==> config.mk <==
export PLATFORM = sky130hd
export DESIGN_NAME = serial_paralelo_align
export DESIGN_NICKNAME = d
export VERILOG_FILES = /design/src/rtl/serial_paralelo_align.sv
export SDC_FILE = /design/constraint.sdc
export NUM_CORES = 1
export LEC_CHECK = 0
export BUFFER_PORTS_ARGS = -buffer_cell sky130_fd_sc_hd__buf_4
export CAP_MARGIN = 20
export CORE_UTILIZATION = 25
export CTS_BUF_LIST = sky130_fd_sc_hd__clkbuf_2 sky130_fd_sc_hd__clkbuf_4 sky130_fd_sc_hd__clkbuf_8
export CTS_CLUSTER_DIAMETER = 50
export DETAILED_ROUTE_END_ITERATION = 12
export SYNTH_ARGS = -nofsm -noshare
export SYNTH_HDL_FRONTEND = slang
export SYNTH_SLANG_ARGS = --single-unit
==> constraint.sdc <==
create_clock -name clk_32f -period 1.6 [get_ports clk_32f]
set_input_delay 0.4 -clock clk_32f [delete_from_list [all_inputs] [get_ports clk_32f]]
set_output_delay 0.4 -clock clk_32f [all_outputs]
set_load 0.02 [all_outputs]
==> src/rtl/serial_paralelo_align.sv <==
// Single-lane deserializer: comma search, byte alignment lock, parallel output.
// Ports: clk_32f, reset (sync, low), data_serial -> data_paralelo, valid_out, byte_strobe, active.
module serial_paralelo_align #(
  parameter logic [7:0] COM        = 8'hBC,
  parameter int         LOCK_COUNT = 4
) (
  input  logic       clk_32f,
  input  logic       reset,
  input  logic       data_serial,
  output logic [7:0] data_paralelo,
  output logic       valid_out,
  output logic       byte_strobe,
  output logic       active
);

  typedef enum logic [1:0] {
    ST_SEARCH,
    ST_ALIGN,
    ST_ACTIVE
  } state_t;

  localparam logic [3:0] LOCK_N = 4'(LOCK_COUNT);

  state_t      state;
  logic [7:0]  sr;
  logic [7:0]  nxt;
  logic [2:0]  bit_cnt;
  logic [3:0]  bc_cnt;
  logic        is_com;
  logic        boundary;

  // Byte ending at the bit being sampled this cycle.
  assign nxt      = {sr[6:0], data_serial};
  assign is_com   = (nxt == COM);
  assign boundary = (bit_cnt == 3'd7);

  always_ff @(posedge clk_32f) begin
    if (!reset) begin
      state         <= ST_SEARCH;
      sr            <= 8'h00;
      bit_cnt       <= 3'd0;
      bc_cnt        <= 4'd0;
      data_paralelo <= 8'h00;
      valid_out     <= 1'b0;
      byte_strobe   <= 1'b0;
      active        <= 1'b0;
    end else begin
      sr          <= nxt;
      byte_strobe <= 1'b0;
      unique case (state)
        ST_SEARCH: begin
          // Any bit offset may start alignment.
          if (is_com) begin
            state   <= ST_ALIGN;
            bc_cnt  <= 4'd1;
            bit_cnt <= 3'd0;
          end
        end
        ST_ALIGN: begin
          bit_cnt <= bit_cnt + 3'd1;
          if (boundary) begin
            if (is_com) begin
              bc_cnt <= bc_cnt + 4'd1;
              if (bc_cnt + 4'd1 == LOCK_N) begin
                state  <= ST_ACTIVE;
                active <= 1'b1;
              end
            end else begin
              // Search restarts on the following cycle.
              state  <= ST_SEARCH;
              bc_cnt <= 4'd0;
            end
          end
        end
        ST_ACTIVE: begin
          bit_cnt <= bit_cnt + 3'd1;
          if (boundary) begin
            data_paralelo <= nxt;
            valid_out     <= !is_com;
            byte_strobe   <= 1'b1;
          end
        end
        default: state <= ST_SEARCH;
      endcase
    end
  end

endmodule

==> impl_metrics.yaml <==
clock_tree:
  clkTransAtPathRegs_ps: 100
  clock_sinks: 27
  postCtsHoldBufs: 0
  clockBufferDepth: 2
  cts_tree: "yes"
  cts-root-buf: "clkbuf_8"
  cts_max_level: 1
  cts-buffers-inserted: 3
  clock_latency_ps: 270
final_layout:
  fillers: 469
  regArea_sq_um: 542
  fin_cells: 207
  finalNetCount: 167
  final_util_pct: 34.5
  post_route_cells_drive_above_1_share_pct: 26.5
  diodes: 0
  syn_to_final_growth_pct: 29.9
  multiInputGateArea_sq_um: 647
  layout_common_cells: "nand2_1 (27), buf_4 (27), dfxtp_1 (26)"
synth:
  synthesis.nets: 139
  yosysWarnings: 0
  async_reset_ff_share_pct: 0
  ys_seq_area_share_pct: 46.2
  syn_inst: 128
  syn_avg_cell_area_sq_um: 9.15
  synthDistinctLibCells: 31
  syn-cell-area_sq_um: 1170
  synth_ff_type: "dfxtp_1"
  synth_edf_count: 0
  ys_ff_latch: 27
outcome:
  violations: "negative setup slack"
  status: "finished, violations left"
global_route:
  grt_util_all_layers_pct: 10.6
  antenna_found_initial: 0
  grt-ovfl-total: 0
  grt_pass1_wl_microns: 4160
  grt_pass1_vias: 920
  grt_start_max_net_pins: 30
worst_setup_path:
  cpPeakStageDelay_ps: 540
  path_cells: "nand4b_1 > or4_4 > a211o_1 > a31oi_2 > mux2i_1"
  worst-path-max-fanout: 4
  crit_buf_inv: 0
  crit_type: "register to register"
  critPathLaunchType: "register"
  cpLargestDelayFamily: "simple AND/OR/NAND/NOR gates"
  slowest_stage: "or4_4"
  arrival_ps: 1990
  critical_path_required_ps: 1810
  cp-end-kind: "register"
pwr:
  powerDensity_nw_per_um2: 715
  peakVddDrop_mv: 0.414
  power_switching_mw: 0.224
  comb_power_share_pct: 2.5
  p_sw_share_pct: 20.6
  clockPowerShare_pct: 35.2
  leakage_nw: 0.638
  power.internal_mw: 0.864
  p_seq_share_pct: 62.3
  total_power_mw: 1.09
flow_run:
  cap_violations: 0
timing:
  tightestPinTransition_ps: 308
  max_freq_mhz: 562
  whs_ps: 378
  fin_skew_ps: 10.2
  rsz0062_at_grt: "yes"
  hold_violations: 0
  fin_setup_tns_ps: -1290
  setup_slack_ps: -178
  relSlewSlack_pct: 79.4
  finalSetupViolCount: 9
  period_minus_slack_ps: 1780
  slew_violations: 0
  fin_crit_sh_pct: 111
hold_path:
  hp-class: "primary input to register"
floorplanning:
  num_rows: 24
  boundaryPins: 14
  die_y_microns: 70.4
  core_area_sq_um: 4410
  die_area_sq_um: 4960
  die_w_microns: 70.4
  start_util_pct: 26.5
detailed_routing:
  drt-pass1-iter-count: 4
  wl_per_cell_microns: 11.3
  drt_iter0_markers: 28
  drc: 0
  drt_wl_total_microns: 2350
  route.antenna.remaining_nets: 0
  via_count: 949
  viasPerCell: 4.58
placement:
  dp_hpwl_microns: 1560
  gp_congestion: 0.790
  port_buffers: 13
  placed_cells: 202
-- layout make-up --
class                      instances  area share, %
multi-input combinational         94           42.5
sequential                        27           35.6
timing repair buffer              28           14.1
tap                               52           4.28
clock buffer                       3           2.71
inverter                           2          0.493
clock inverter                     1          0.329
-- flip-flops by register name, summed over array words and instances, names as in the netlist --
| name | flops |
|---|---|
| valid_out | 1 |
| state | 2 |
| active | 1 |
| bc_cnt | 4 |
| bit_cnt | 3 |
| byte_strobe | 1 |
| data_paralelo | 8 |
| sr | 7 |
-- kinds of logic (layout without fill, tap and decap cells) --
group | after synthesis | count (layout) | share of synthesized area (%)
AO/OA/AOI/OAI | 28 | 28 | 18.2
adder cells (fa/ha/maj) | 8 | 8 | 8.55
buffers and inverters | 7 | 34 | 2.24
flip-flops | 27 | 27 | 46.2
multiplexers | 1 | 1 | 0.855
AND/OR/NAND/NOR | 57 | 57 | 24.0
-- repair_timing --
item | CTS | global route
pin swaps | 4 | 6
setup buffers | 0 | 1
hold endpoints to repair | 0 | 0
endpoints found under the setup margin | 9 | 13
resized for setup | 3 | 11
-- final timing paths --
| path | slack [ps] | to | cells after the start | startpoint |
|---|---|---|---|---|
| setup / recovery | -180 | state[0] | 5 | sr[0] |
| hold / removal | 380 | sr[0] | 2 | data_serial |
| setup reg to reg | -180 | state[0] | 5 | sr[0] |
| hold reg to reg | 460 | bit_cnt[1] | 2 | bit_cnt[1] |
-- cells in the mapped netlist (3+ instances only) --
| cell type | count | area [sq um] |
|---|---|---|
| clkbuf_1 | 5 | 18.8 |
| and2_1 | 8 | 50.1 |
| a21boi_0 | 12 | 90.1 |
| nand2_1 | 27 | 101 |
| nor2_1 | 3 | 11.3 |
| nand3_1 | 6 | 30.0 |
| dfxtp_1 | 27 | 541 |
| ha_1 | 8 | 100 |
| nor2b_1 | 3 | 18.8 |
-- per-layer routing --
layer	part of all wire, %	GRT usage (%)
met3	4.4	3.17
met1	50	13.3
met5	0	0
met2	44	16.7
met4	1.3	4.00
-- per-stage QoR --
| step | cell area (sq um) | setup WS [ps] |
|---|---|---|
| floorplan | 1170 | -125 |
| global placement | 1420 | -270 |
| detailed placement | 1420 | -287 |
| CTS | 1490 | -212 |
| global route | 1520 | -251 |
| finish | 1520 | -178 |
-- power by group through the flow --
stage	registers [mW]	clock network, mW	logic, mW
after global routing	0.678	0.422	0.0313
after detailed placement	0.693	0	0.0272
after floorplan	0.693	0	0.0142
after global placement	0.693	0	0.0271
after CTS	0.677	0.402	0.0273
final	0.678	0.383	0.0273
Power figures use the tool's default switching activity.
